### config.mk
export PLATFORM = sky130hd
export DESIGN_NAME = uart_stim_tx
export DESIGN_NICKNAME = d
export VERILOG_FILES = /design/src/rtl/uart_stim_pkg.sv /design/src/rtl/uart_stim_fifo.sv /design/src/rtl/uart_stim_tx.sv
export SDC_FILE = /design/constraint.sdc
export NUM_CORES = 1
export LEC_CHECK = 0
export BUFFER_PORTS_ARGS = -buffer_cell sky130_fd_sc_hd__buf_2
export CAP_MARGIN = 10
export CORE_MARGIN = 4
export CORE_UTILIZATION = 45
export CTS_CLUSTER_DIAMETER = 40
export DETAILED_ROUTE_END_ITERATION = 8
export GPL_TIMING_DRIVEN = 0
export PLACE_DENSITY = 0.58
export SLEW_MARGIN = 20
export SYNTH_ARGS = -nofsm -noshare
export SYNTH_HDL_FRONTEND = slang
export SYNTH_SLANG_ARGS = --single-unit
### constraint.sdc
create_clock -name clk -period 5.3 [get_ports clk]
set_clock_uncertainty 0.2 [all_clocks]
set_input_delay 0 -clock clk [delete_from_list [all_inputs] [get_ports clk]]
set_output_delay 0 -clock clk [all_outputs]
set_load 0.05 [all_outputs]
### src/rtl/uart_stim_pkg.sv
// Shared definitions for the uart_stim_tx serial stimulus transactor:
// FSM state encodings and the default bit period.
package uart_stim_pkg;

  typedef enum logic [2:0] {
    ST_IDLE   = 3'd0,
    ST_START  = 3'd1,
    ST_DATA   = 3'd2,
    ST_PARITY = 3'd3,
    ST_STOP   = 3'd4
  } state_t;

  // Two half periods of the bench-side serial monitor (2 x 53 cycles).
  localparam int DEFAULT_CLKS_PER_BIT = 106;

endpackage

### src/rtl/uart_stim_fifo.sv
// Byte FIFO feeding the uart_stim_tx serialiser; power-of-two DEPTH,
// pointers wrap naturally and the level carries one extra bit to tell full from empty.
module uart_stim_fifo #(
  parameter int DEPTH = 8
) (
  input  logic                     clk,
  input  logic                     reset,
  input  logic                     push,
  input  logic [7:0]               wdata,
  input  logic                     pop,
  output logic [7:0]               head,
  output logic                     full,
  output logic                     empty,
  output logic [$clog2(DEPTH):0]   level
);

  localparam int AW = $clog2(DEPTH);
  localparam int DEPTH_I = DEPTH;
  localparam logic [AW:0] FULL_LEVEL = DEPTH_I[AW:0];

  logic [7:0]    mem [DEPTH];
  logic [AW-1:0] wr_ptr;
  logic [AW-1:0] rd_ptr;
  logic          do_push;
  logic          do_pop;

  assign full    = (level == FULL_LEVEL);
  assign empty   = (level == '0);
  assign head    = mem[rd_ptr];
  assign do_push = push && !full;
  assign do_pop  = pop && !empty;

  always_ff @(posedge clk) begin
    if (reset) begin
      wr_ptr <= '0;
      rd_ptr <= '0;
      level  <= '0;
    end else begin
      if (do_push) wr_ptr <= wr_ptr + AW'(1);
      if (do_pop)  rd_ptr <= rd_ptr + AW'(1);
      case ({do_push, do_pop})
        2'b10:   level <= level + (AW+1)'(1);
        2'b01:   level <= level - (AW+1)'(1);
        default: level <= level;
      endcase
    end
  end

  // NOTE: storage has no reset; the level and pointers alone decide which entries are valid.
  always_ff @(posedge clk) begin
    if (do_push) mem[wr_ptr] <= wdata;
  end

endmodule

### src/rtl/uart_stim_tx.sv
// UART 8N1 stimulus transmitter driving the SoC ser_rx pin from a byte FIFO.
// Define UART_STIM_TX_PARITY_EN to insert an even-parity bit between data and stop.
module uart_stim_tx
  import uart_stim_pkg::*;
#(
  parameter int CLKS_PER_BIT = DEFAULT_CLKS_PER_BIT,
  parameter int FIFO_DEPTH   = 8
) (
  input  logic                          clk,
  input  logic                          reset,
  input  logic                          in_valid,
  output logic                          in_ready,
  input  logic [7:0]                    in_data,
  output logic                          ser_tx,
  output logic                          busy,
  output logic [$clog2(FIFO_DEPTH):0]   fifo_level
);

  localparam int DIV_W = $clog2(CLKS_PER_BIT);
  localparam int DIV_LAST_I = CLKS_PER_BIT - 1;
  localparam logic [DIV_W-1:0] DIV_LAST = DIV_LAST_I[DIV_W-1:0];

  state_t           state;
  state_t           state_nxt;
  logic [DIV_W-1:0] div;
  logic [2:0]       bit_cnt;
  logic [7:0]       sh;
  logic             bit_end;
  logic             line_nxt;
  logic             push;
  logic             pop;
  logic             full;
  logic             empty;
  logic [7:0]       head;
`ifdef UART_STIM_TX_PARITY_EN
  logic             par;
`endif

  // Readiness comes from the registered level only, so a full FIFO refuses
  // a push even in a cycle where the serialiser pops.
  assign in_ready = !full;
  assign push     = in_valid && in_ready;
  assign bit_end  = (div == DIV_LAST);

  uart_stim_fifo #(
    .DEPTH (FIFO_DEPTH)
  ) u_fifo (
    .clk   (clk),
    .reset (reset),
    .push  (push),
    .wdata (in_data),
    .pop   (pop),
    .head  (head),
    .full  (full),
    .empty (empty),
    .level (fifo_level)
  );

  // NOTE: every output of this block gets a default first, so no path leaves one unassigned (no latch).
  always_comb begin
    state_nxt = state;
    pop       = 1'b0;
    line_nxt  = 1'b1;
    case (state)
      ST_IDLE: begin
        if (!empty) begin
          pop       = 1'b1;
          state_nxt = ST_START;
        end
      end
      ST_START: begin
        line_nxt = 1'b0;
        if (bit_end) state_nxt = ST_DATA;
      end
      ST_DATA: begin
        line_nxt = sh[0];
        if (bit_end && bit_cnt == 3'd7) begin
`ifdef UART_STIM_TX_PARITY_EN
          state_nxt = ST_PARITY;
`else
          state_nxt = ST_STOP;
`endif
        end
      end
`ifdef UART_STIM_TX_PARITY_EN
      ST_PARITY: begin
        line_nxt = par;
        if (bit_end) state_nxt = ST_STOP;
      end
`endif
      ST_STOP: begin
        // Chain straight into the next start bit when more bytes wait.
        if (bit_end) begin
          if (!empty) begin
            pop       = 1'b1;
            state_nxt = ST_START;
          end else begin
            state_nxt = ST_IDLE;
          end
        end
      end
      default: state_nxt = ST_IDLE;
    endcase
  end

  // NOTE: sequential state uses non-blocking assignments so every register samples pre-edge values.
  always_ff @(posedge clk) begin
    if (reset) begin
      state   <= ST_IDLE;
      div     <= '0;
      bit_cnt <= '0;
      sh      <= '0;
      ser_tx  <= 1'b1;
      busy    <= 1'b0;
`ifdef UART_STIM_TX_PARITY_EN
      par     <= 1'b0;
`endif
    end else begin
      state  <= state_nxt;
      ser_tx <= line_nxt;
      busy   <= (state != ST_IDLE) || push || !empty;
      if (pop) begin
        sh      <= head;
        bit_cnt <= '0;
        div     <= '0;
`ifdef UART_STIM_TX_PARITY_EN
        par     <= ^head;
`endif
      end else if (state != ST_IDLE) begin
        div <= bit_end ? '0 : div + DIV_W'(1);
        if (state == ST_DATA && bit_end) begin
          sh      <= sh >> 1;
          bit_cnt <= bit_cnt + 3'd1;
        end
      end
    end
  end

endmodule
# Yosys cells after proc, flatten, opt, wreduce, memory -nomap -nowiden
# Memory sizes are Yosys's and may differ from the RTL's. A register that Yosys moved wholly into a read port is not among the register bits.
# Cells that the tools add are included.
# totals
register_bits,33
mem_bits_rw,64
output_inout_bits,7
word_cells,66
mem_count,1
# memory_table
memory,words,word_bits,read_ports,rd_ports_with_merged_regs,wr,line,source
u_fifo.mem,8,8,1,1,1,uart_stim_fifo.sv:21,logic [7:0] mem [DEPTH];
# op_classes
n_addsub,6
eq_ne,12
muxes,19
n_reduce_logical,19
# op_table
operator,count
$mux W8,3
$mux W3,6
$pmux W3 S4,1
$add A3 B1 Y3 const B,3
$ne A2 B2 Y1 const B,4
$pmux W4 S2,1
$add A7 B1 Y7 const B,1
$eq A7 B7 Y1 const B,1
$mux W7,1
$eq A3 B3 Y1 const B,2
$reduce_bool A2 Y1,3
$logic_and A1 B1 Y1,5
$mux W1,5
$add A4 B1 Y4 const B,1
$eq A4 B4 Y1 const B,1
$logic_not A4 Y1,1
$pmux W1 S2,2
$reduce_and A2 Y1,2
$reduce_and A4 Y1,1
$sub A4 B1 Y4 const B,1
$eq A3 B1 Y1 const B,1
$eq A3 B2 Y1 const B,1
$logic_not A3 Y1,1
$reduce_bool A3 Y1,1
other kinds (5),7

# Logic depth before layout (Yosys ltp)
# Gate-level depths: netlist of the first run.
# logic_depth
ltp_word,7
mapped_depth,14

# Modules after synthesis
# From an unflattened synthesis of the first run, not the netlist that was laid out.
# hier_totals
cells_unflattened,298
area_unflattened_um2,4300.4
# by_module_without_submodules
module,n_inst,cells_each,area_per_inst_um2,seq_area_each_um2
uart_stim_fifo,1,167,3126.7,2182.1
uart_stim_tx,1,131,1173.6,460.4

# Worst setup path before layout of the first run
# OpenSTA, ideal clock, no wires.
# synth_path
kind,register -> register
start,reg u_fifo.level[0]
end,reg u_fifo.level[2]
setup_time_ps,71
arrival_ps,2873
t_required_ps,5029
setup_slack_ps,2156
stages_incl_launch_ff,11
n_path_buf,0
period_less_slack_ps,3144
path_cell_list,dfxtp_1 nor3_1 nand2_1 nand2_1 ha_1 xor2_1 ha_1 a21oi_1 xor2_1 or3_1 a21oi_1
# synth_between
word_cells_on_any_way,16
classes_between,2 x add/sub; 3 x eq/ne; 4 x mux; 7 x reduce/logical
# synth_lines
element,line,source
"start, declared",uart_stim_fifo.sv:14,output logic [$clog2(DEPTH):0] level
"start signal, assigned",uart_stim_fifo.sv:42,2'b10: level <= level + (AW+1)'(1);
"start signal, assigned",uart_stim_fifo.sv:43,2'b01: level <= level - (AW+1)'(1);
"start signal, assigned",uart_stim_fifo.sv:44,default: level <= level;
$eq A4 B4 Y1 *,uart_stim_fifo.sv:27,assign full = (level == FULL_LEVEL);
$logic_not A1 Y1 *,uart_stim_tx.sv:41,assign in_ready = !full;
named net in_ready,uart_stim_tx.sv:12,"output logic in_ready,"
$logic_and A1 B1 Y1,uart_stim_tx.sv:42,assign push = in_valid && in_ready;
$logic_and A1 B1 Y1 *,uart_stim_fifo.sv:30,assign do_push = push && !full;
$eq A2 B1 Y1 or $eq A2 B2 Y1 (tied branches),uart_stim_fifo.sv:41,"case ({do_push, do_pop})"
$pmux W4 S2 or $reduce_bool A2 Y1 (tied branches),n/a,
# Mark *: on every way through the listed nets, which the timed path passes. The rest lies on a longest branch.
# A chain may end at the register's enable or synchronous reset.

# Worst setup path after layout of the first run
# layout_path
start,reg div[0]
end,reg u_fifo.level[2]
# layout_between
elab_chain_len,6
word_cells_on_any_way,8
classes_between,3 x eq/ne; 3 x mux; 2 x reduce/logical
# layout_rtl
element,line,source
"start, declared",uart_stim_tx.sv:25,logic [DIV_W-1:0] div;
"start signal, assigned",uart_stim_tx.sv:130,div <= bit_end ? '0 : div + DIV_W'(1);
$eq A7 B7 Y1 *,uart_stim_tx.sv:43,assign bit_end = (div == DIV_LAST);
$mux W1 *,uart_stim_tx.sv:93,if (bit_end) begin
$pmux W1 S2 *,uart_stim_tx.sv:64,case (state)
$logic_and A1 B1 Y1 *,uart_stim_fifo.sv:31,assign do_pop = pop && !empty;
$eq A2 B1 Y1 or $eq A2 B2 Y1 (tied branches),uart_stim_fifo.sv:41,
$pmux W4 S2 or $reduce_bool A2 Y1 (tied branches),n/a,
# Mark *: on every way between the ends. The rest lies on a longest branch, timed or not.

==> reports/qor.yml, run 1 <==
power_density_nw_per_um2: 460
p_leak_nw: 1.62
endpoint_kind: "flip-flop"
die_w_um: 104
io_buffers: 17
min_period_ns: 3.20
grt.total_usage_pct: 15.2
rows: 34
ys_seq_elements: 100
hp-class: "in -> reg"
worst_pin_slew_ns: 0.919
required_ns: 5.38
maxSlewHeadroom_pct: 38.5
synthCells: 293
worstPathMaxFanout: 11
drc: 0
final_common_cell: "edfxtp_1"
antenna_found_initial: 0
wl_met1_um: 3770
start_kind: "flip-flop"
clk_pin_slew_ns: 0.10
final_util_pct: 53.4
nFillCells: 750
yosysWarnings: 0
drv_slew: 0
wl_met2_um: 3480
numCtsBuffers: 9
fin_nets: 356
clk_latency_ns: 0.36
cts_setup_buffers: 0
timing.fmax_mhz: 312
postCtsHoldBufs: 10
final_cell_mix: "edfxtp_1 (64), dfxtp_1 (36), nor2_1 (25), buf_2 (21), nand2_1 (19)"
status: "finished clean"
grt_overflow: 0
fin_setup_tns_ns: 0
h-tree-depth: 3
grt_pass1_vias: 2350
synth.avg_cell_area_sq_um: 14.2
top_layer_used: "met4"
hpwl_um: 5120
vias: 2441
synth_nets: 313
met3_length_um: 253
drt-initial-drc-count: 167
wl_per_cell_um: 17.0
n_antenna_cell: 0
clk_path_buf_depth: 2
setup_viol_count_final: 0
cp_data_arrival_time_ns: 3.28
areaGrowthSynthToFinish_pct: 13.5
cts_tree: "yes"
ioPinCount: 18
die-height_um: 104
min_period_over_period_pct: 60.4
die_area_sq_um: 10900
start_util_pct: 47.0
design_area_sq_um: 4720
gp_congestion: 0.786
multi_input_area_sq_um: 1440
drive_above_1_share_pct: 24.3
rsz0062_at_grt: "false"
vdd_drop_max_mv: 0.273
drv_cap: 0
firstDrtPassIters: 4
ant_nets: 0
clock-sinks: 100
hold_viol: 0
avgViaCountPerCell: 5.44
ys_seq_area_share_pct: 63.5
cts_root_buffer: "clkbuf_8"
grt_first_pass_wirelength_um: 12600
core_area_sq_um: 8850
seqCellArea_sq_um: 2640
grt_max_degree: 19
crit_type: "reg -> reg"
wl_um: 7640
syn-cell-area_sq_um: 4160
place_area_sq_um: 4440
yosysUniqueCellTypes: 44
ctsResizeCount: 0
metal layers:
metal / up-vias / global-route usage [%]
met4: 0 / 5.70
met2: 42 / 21.7
li1: 1186 / -
met5: - / 0
met3: 11 / 3.04
met1: 1202 / 22.9
final timing paths:
kind               from          endpoint  slack [ns]  cells after the start
max              div[0]   u_fifo.level[2]        2.10                     13
min          in_data[7]  u_fifo.mem[2][7]        0.24                      2
max reg2reg      div[0]   u_fifo.level[2]        2.10                     13
min reg2reg       sh[5]             sh[5]        0.28                      2
kinds of logic (layout without fill, tap and decap cells):
family / Yosys count / after routing / synth area share, %
compound gates: 35 / 35 / 5.98
buf+inv: 23 / 71 / 2.61
xor+xnor: 13 / 13 / 2.74
mux: 27 / 27 / 11.5
fa+ha+maj: 9 / 9 / 2.71
simple gates: 86 / 86 / 11.0
flops: 100 / 100 / 63.5
synth_stat cells (all sizes together):
cell,count,area share [%]
o21ba,1,0.24
a2111oi,1,0.21
a221oi,6,1.4
dfxtp,36,17
o31ai,1,0.51
mux2,7,1.9
o31a,1,0.21
a22oi,1,0.18
nor2,25,2.3
ha,9,2.7
and2,1,0.15
nand2b,3,0.45
edfxtp,64,46
and4,2,0.42
mux4,16,8.7
mux2i,4,0.96
a31oi,1,0.15
nand3,6,0.72
nand4bb,1,0.66
or2,1,0.15
clkbuf,5,0.45
nor4bb,2,0.48
o21ai,5,0.69
or3,2,0.30
nor3,19,2.4
xor2,9,1.9
o21a,2,0.36
nand2,20,1.9
buf,7,1.2
inv,11,0.99
xnor2,4,0.84
nor4,4,1.1
a21oi,16,2.0
area by class of cell:
| type | instances | area share [%] |
|---|---|---|
| Sequential cell | 100 | 55.9 |
| Multi-Input combinational cell | 170 | 30.4 |
| Timing Repair Buffer | 32 | 4.66 |
| Tap cell | 108 | 2.86 |
| Clock buffer | 9 | 2.62 |
| Buffer | 12 | 1.43 |
| Clock inverter | 7 | 1.19 |
| Inverter | 11 | 0.874 |
metrics by stage:
stage	setup WS, ns	power (mW)	std cells	hold WS [ns]
CTS	2.14	2.19	449	0.218
finish	2.10	2.17	449	0.242
global placement	2.01	1.72	418	0.0737
global route	1.85	2.31	449	0.251
floorplan	2.16	1.56	293	-0.101
detailed placement	2.18	1.74	423	0.0779
flip-flops by register name, summed over array words and instances (netlist names), 3 cells and up, named ones only:
name	flops
u_fifo.mem	64
sh	8
div	7
u_fifo.level	4
bit_cnt	3
state	3
u_fifo.rd_ptr	3
u_fifo.wr_ptr	3
power breakdown:
group          switching, mW  internal (mW)
registers             0.0608          0.918
logic                  0.441          0.302
clock network          0.272          0.178
worst max-delay path, stage by stage (launching register included):
cell	delay, ns
dfxtp_1	0.43
ha_1	0.18
nand2_1	0.14
o21ai_2	0.26
nand2_2	0.20
inv_2	0.15
buf_2	0.27
ha_1	0.32
xor2_1	0.18
ha_1	0.16
a21oi_1	0.04
xor2_1	0.16
or3_1	0.31
a21oi_1	0.13
(Power assumes the default switching activity.)
==> run 2, diff against run 1 <==
- clock period: 5.3 -> 3.1 ns (I/O delays scaled with it)
==> run 2 against run 1 <==
Effect of this change: sequential power rose by 72%; clock power grew 87%; design area increased by 0.58%; critical endpoint unchanged; register-to-register slack got worse by 1.9 ns.
==> reports/qor.yml, run 2 (same netlist as run 1, synthesis figures left out) <==
status: "finished clean"
setup_viol_count_final: 0  # unchanged
power.share.clock_pct: 22.1  # +1.4 points
antenna_found_initial: 0  # unchanged
rrSetupSlack_ns: 0.25  # -1.85 ns
cp_top_family: "simple AND/OR/NAND/NOR gates"
crit_chain: "ha_1, nand2_1, o21ai_2, nand2_2, inv_6, ha_2, xor2_1, ha_1, a21oi_1, xor2_1, or3_1, a21oi_1"
core_area_sq_um: 8850  # unchanged
swShare_pct: 34.9  # -0.73 points
rsz0062_at_grt: "false"
fin_nets: 355  # -0.28%
clk_pin_slew_ns: 0.10  # about the same
endpoint: "u_fifo.level[2]"
power_frac_comb_pct: 33.6  # -0.6 points
dp_cells: 422  # -0.24%
vdd_drop_max_mv: 0.540  # +98%
h-tree-depth: 3  # unchanged
r2r-start: "div[0]"
avgViaCountPerCell: 5.41  # -0.52%
critPathBufInv: 1  # -1
gp_congestion: 0.788  # +0.28%
p_int_mw: 2.47  # +77%
setup_ws_ns: 0.248  # -1.85 ns
hold_viol: 0  # unchanged
cts_tree: "yes"
cp_data_arrival_time_ns: 2.94  # -0.34 ns
largest_reg_flops: 64  # unchanged
ant_nets: 0  # unchanged
grt_pass1_vias: 2421  # +3.0%
firstDrtPassIters: 4  # unchanged
cp.depth: 12  # -1
power_mw: 3.79  # +75%
min_period_over_period_pct: 92.0  # +32 points
final_cell_mix: "edfxtp_1 (64), dfxtp_1 (35), nor2_1 (25), buf_2 (20), nand2_1 (18)"
min_period_ns: 2.85  # -0.349 ns
max_stage_delay_ns: 0.40  # -0.03 ns
r2r_cells: 12  # -1
die-height_um: 104  # unchanged
crit_slowest_cell: "dfxtp_1"
drive_above_1_share_pct: 24.7  # +0.37 points
worst_pin_slew_ns: 0.947  # +0.0285 ns
grt_first_pass_wirelength_um: 13000  # +2.8%
ioPinCount: 18  # unchanged
final_common_cell: "edfxtp_1"
start_util_pct: 47.0  # unchanged
top_register: "u_fifo.mem"
power_switching_mw: 1.32  # +71%
stdcell_count: 448  # -0.22%
crit_type: "reg -> reg"
power_density_nw_per_um2: 798  # +74%
drt-initial-drc-count: 148  # -11%
numCtsBuffers: 9  # unchanged
cts_root_buffer: "clkbuf_8"
cp-startpoint: "div[0]"
vias: 2423  # -0.74%
drv_cap: 0  # unchanged
hpwl_um: 5190  # +1.4%
die_area_sq_um: 10900  # unchanged
areaGrowthSynthToFinish_pct: 14.2
n_antenna_cell: 0  # unchanged
drv_slew: 0  # unchanged
r2r-end: "u_fifo.level[2]"
grt_max_degree: 18  # -1
timing.fmax_mhz: 351  # +12%
hp-class: "in -> reg"
wl_um: 7820  # +2.4%
die_w_um: 104  # unchanged
place_worst_setup_slack_ns: -0.0129  # -2.19 ns
worstPathMaxFanout: 16  # +5
endpoint_kind: "flip-flop"
required_ns: 3.19  # -2.19 ns
clock-sinks: 100  # unchanged
cts_setup_buffers: 0  # unchanged
p_leak_nw: 1.62  # about the same
start_kind: "flip-flop"
top_regs: "u_fifo.mem (64), sh (8), div (7)"
seqPwrFrac_pct: 44.2  # -0.9 points
wl_per_cell_um: 17.5  # +2.6%
maxSlewHeadroom_pct: 36.6  # -1.9 points
clk_path_buf_depth: 2  # unchanged
drc: 0  # unchanged
grt_overflow: 0  # unchanged
clk_latency_ns: 0.36  # about the same
io_buffers: 17  # unchanged
grt.total_usage_pct: 15.5  # +0.33 points
rows: 34  # unchanged
-- run 2: cell types whose count changed in the layout (fill, tap and decap cells not counted), sizes merged --
cell and change:
bufinv +1, clkinvlp +1, clkbuf +1, clkinv -1
dlygate4sd3 +1, inv -2, buf -2
-- run 2: area by class of cell --
type	count	area [sq um]
buffer	11	62.6
clock buffer	10	128
clock inverter	6	71.3
fill	770	4100
inverter	11	46.3
multi-input combinational	170	1440
sequential	100	2640
tap	108	135
timing repair buffer	32	223
-- run 2: per-layer routing --
| metal | track usage (%) | routed length, um | vias to the layer above | share of wire [%] |
|---|---|---|---|---|
| met3 | 3.29 | 269 | 8 | 3.4 |
| met2 | 22.2 | 3580 | 38 | 46 |
| met5 | 0 | 0 | - | 0 |
| met4 | 4.84 | 89 | 0 | 1.1 |
| met1 | 23.6 | 3880 | 1197 | 50 |
| li1 | - | - | 1180 | - |
-- run 2: power by group through the flow --
stage / registers [mW] / logic [mW] / clock network [mW]
floorplan: 1.78 / 0.899 / 0
global placement: 1.70 / 1.24 / 0
detailed placement: 1.71 / 1.28 / 0
CTS: 1.68 / 1.29 / 0.864
global route: 1.70 / 1.42 / 0.931
finish: 1.68 / 1.28 / 0.840
-- run 2: worst min path at each step --
stage	startpoint	end	slack, ns	depth (start not counted)
final	in_data[4]	u_fifo.mem[3][4]	0.25	2
after global routing	in_data[4]	u_fifo.mem[5][4]	0.25	2
after CTS	in_data[4]	u_fifo.mem[3][4]	0.22	2
after detailed placement	in_data[4]	u_fifo.mem[3][4]	0.08	1
after global placement	in_data[6]	u_fifo.mem[1][6]	0.08	1
after floorplan	in_data[0]	u_fifo.mem[0][0]	-0.10	0
-- run 2: through the flow --
| step | cell area, sq um | util (%) | hold slack (ns) | setup TNS [ns] |
|---|---|---|---|---|
| 2_1_floorplan | 4170 | - | -0.101 | 0 |
| 3_3_place_gp | 4390 | 49.6 | 0.0758 | -0.493 |
| 3_5_place_dp | 4440 | 50.2 | 0.0761 | -0.0158 |
| 4_1_cts | 4750 | 53.6 | 0.221 | 0 |
| 5_1_grt | 4750 | 53.7 | 0.247 | 0 |
| 6_report | 4750 | 53.7 | 0.249 | 0 |
-- run 2: what timing repair did --
action | 4_1_cts | 5_1_grt
hold endpoints to repair | 75 | 0
pin swaps | 0 | 0
hold buffers | 11 | 0
resized for setup | 1 | 3
endpoints found under the setup margin | 2 | 2
==> run 3, diff against run 2 <==
- CAP_MARGIN: 10 -> default
- CORE_ASPECT_RATIO: default -> 2
- CORE_UTILIZATION: 45 -> 60
- PLACE_DENSITY: 0.58 -> 0.75
==> run 3 against run 2 <==
Effect of this change: worst setup slack worse by 0.042 ns; design area rose by 0.97%; clock power rose by 30%; sequential share of layout area decreased by 0.54 points; via count increased by 1.3%; combinational power hardly changed; critical path depth fell by 1; wire length shrank 0.26%; core utilization rose by 18 points; die area shrank 22%; flip-flop and latch count stayed put; sequential power is essentially flat; critical endpoint unchanged; largest cell class unchanged; largest power group unchanged.
==> reports/qor.yml, run 3 (same netlist as run 1, synthesis figures left out) <==
status: "finished clean"
multi_input_area_sq_um: 1450  # +0.17%
worstPathMaxFanout: 16  # unchanged
drv_slew: 0  # unchanged
min_period_ns: 2.89  # +0.0418 ns
areaGrowthSynthToFinish_pct: 15.3
clock-sinks: 100  # unchanged
final_util_pct: 71.9  # +18 points
hpwl_um: 5360  # +3.2%
seqCellArea_sq_um: 2640  # unchanged
endpoint_kind: "flip-flop"
nFillCells: 455  # -41%
worst_pin_slew_ns: 0.910  # -0.0369 ns
drive_above_1_share_pct: 23.7  # -0.97 points
crit_type: "reg -> reg"
power_density_nw_per_um2: 847  # +6.1%
power_mw: 4.07  # +7.1%
p_leak_nw: 1.65  # +1.6%
ant_nets: 0  # unchanged
r2r-start: "state[1]"
wl_per_cell_um: 18.4  # +5.1%
cts_root_buffer: "clkbuf_16"
maxSlewHeadroom_pct: 39.0  # +2.4 points
drv_cap: 0  # unchanged
setup_viol_count_final: 0  # unchanged
fin_nets: 352  # -0.85%
grt.total_usage_pct: 21.2  # +5.7 points
largest_reg_flops: 64  # unchanged
die-height_um: 126  # +21%
top_regs: "u_fifo.mem (64), sh (8), div (7)"
drt-initial-drc-count: 123  # -17%
vias: 2455  # +1.3%
avgViaCountPerCell: 5.78  # +6.8%
clk_pin_slew_ns: 0.06  # -0.04 ns
clk_latency_ns: 0.34  # -0.02 ns
grt_max_degree: 17  # -1
min_period_over_period_pct: 93.3  # +1.3 points
h-tree-depth: 3  # unchanged
start_util_pct: 62.4  # +15 points
worstHoldStart: "in_data[5]"
cp-startpoint: "state[1]"
final_cell_mix: "edfxtp_1 (64), dfxtp_1 (35), nor2_1 (25), buf_2 (20), nand2_1 (18)"
dp_cells: 399  # -5.5%
hp-class: "in -> reg"
rrSetupSlack_ns: 0.21  # -0.04 ns
start_kind: "flip-flop"
clk_path_buf_depth: 2  # unchanged
io_buffers: 17  # unchanged
rows: 42  # +24%
gp_congestion: 0.771  # -2.2%
n_antenna_cell: 0  # unchanged
vdd_drop_max_mv: 0.769  # +42%
numCtsBuffers: 9  # unchanged
required_ns: 3.17  # -0.02 ns
ioPinCount: 18  # unchanged
cts_tree: "yes"
hold_viol: 0  # unchanged
grt_first_pass_wirelength_um: 12900  # -0.95%
antenna_found_initial: 0  # unchanged
top_register: "u_fifo.mem"
grt_pass1_vias: 2581  # +6.6%
firstDrtPassIters: 4  # unchanged
die_w_um: 66.9  # -36%
wl_um: 7800  # -0.26%
final_common_cell: "edfxtp_1"
stdcell_count: 425  # -5.1%
die_area_sq_um: 8420  # -22%
grt_overflow: 0  # unchanged
cp_data_arrival_time_ns: 2.96  # +0.02 ns
drc: 0  # unchanged
core_area_sq_um: 6670  # -25%
timing.fmax_mhz: 346  # -1.4%
[run 3: cell count changes in the layout (fill, tap and decap cells not counted), sizes merged]
cell and delta:
inv -1, clkbuf +1, buf -2, dlygate4sd3 -1
[run 3: what timing repair did]
action / CTS / global route
endpoints found under the hold margin: 72 / 0
pin swaps: 0 / 1
hold buffers: 10 / 0
gates resized for setup: 0 / 4
setup buffers: 0 / 1
endpoints found under the setup margin: 2 / 2
[run 3: where the power goes]
part           total (mW)  leakage (nW)  switching (mW)  internal [mW]
Clock                1.09         0.140           0.457          0.628
Combinational        1.29         0.632           0.764          0.530
Sequential           1.69         0.876           0.111           1.57
[run 3: path summary, 6_finish.rpt]
path / to / cells past startpoint
setup / recovery: u_fifo.level[2] / 11
hold / removal: u_fifo.mem[3][5] / 2
setup reg to reg: u_fifo.level[2] / 11
hold reg to reg: sh[3] / 2
[run 3: layout make-up]
cell class                      count  area share (%)
Clock buffer                       11            4.85
Sequential cell                   100            55.1
Inverter                           11           0.965
Multi-Input combinational cell    170            30.1
Clock inverter                      5            1.25
Tap cell                           88            2.29
Buffer                             11            1.30
Timing Repair Buffer               29            4.12
[run 3: stage by stage]
stage                     instance area, sq um  setup TNS [ns]  hold WS, ns  setup slack, ns
after floorplan                           4170               0       -0.101           0.0734
final                                     4800               0        0.260            0.206
after global placement                    4360               0       0.0607         0.000958
after CTS                                 4780               0        0.243           0.0769
after global routing                      4800         -0.0392        0.278          -0.0392
after detailed placement                  4390         -0.0522       0.0689          -0.0491
[run 3: metal layers]
layer  wire length, um  track usage (%)  up-vias
met2              4590             39.3       40
met5                 0                0        -
met1              2870             22.8     1227
met3               217             4.55       11
met4               122             7.18        0
li1                  -                -     1177
[run 3: worst max-delay path: stages, from the launching register on]
cell and delay [ns]:
dfxtp_1 0.31, clkbuf_1 0.21, nor3_1 0.48, nand2_4 0.19, inv_6 0.17, ha_1 0.26, xor2_1 0.17, ha_1 0.17
a21oi_1 0.05, xor2_1 0.15, or3_1 0.31, a21oi_1 0.14
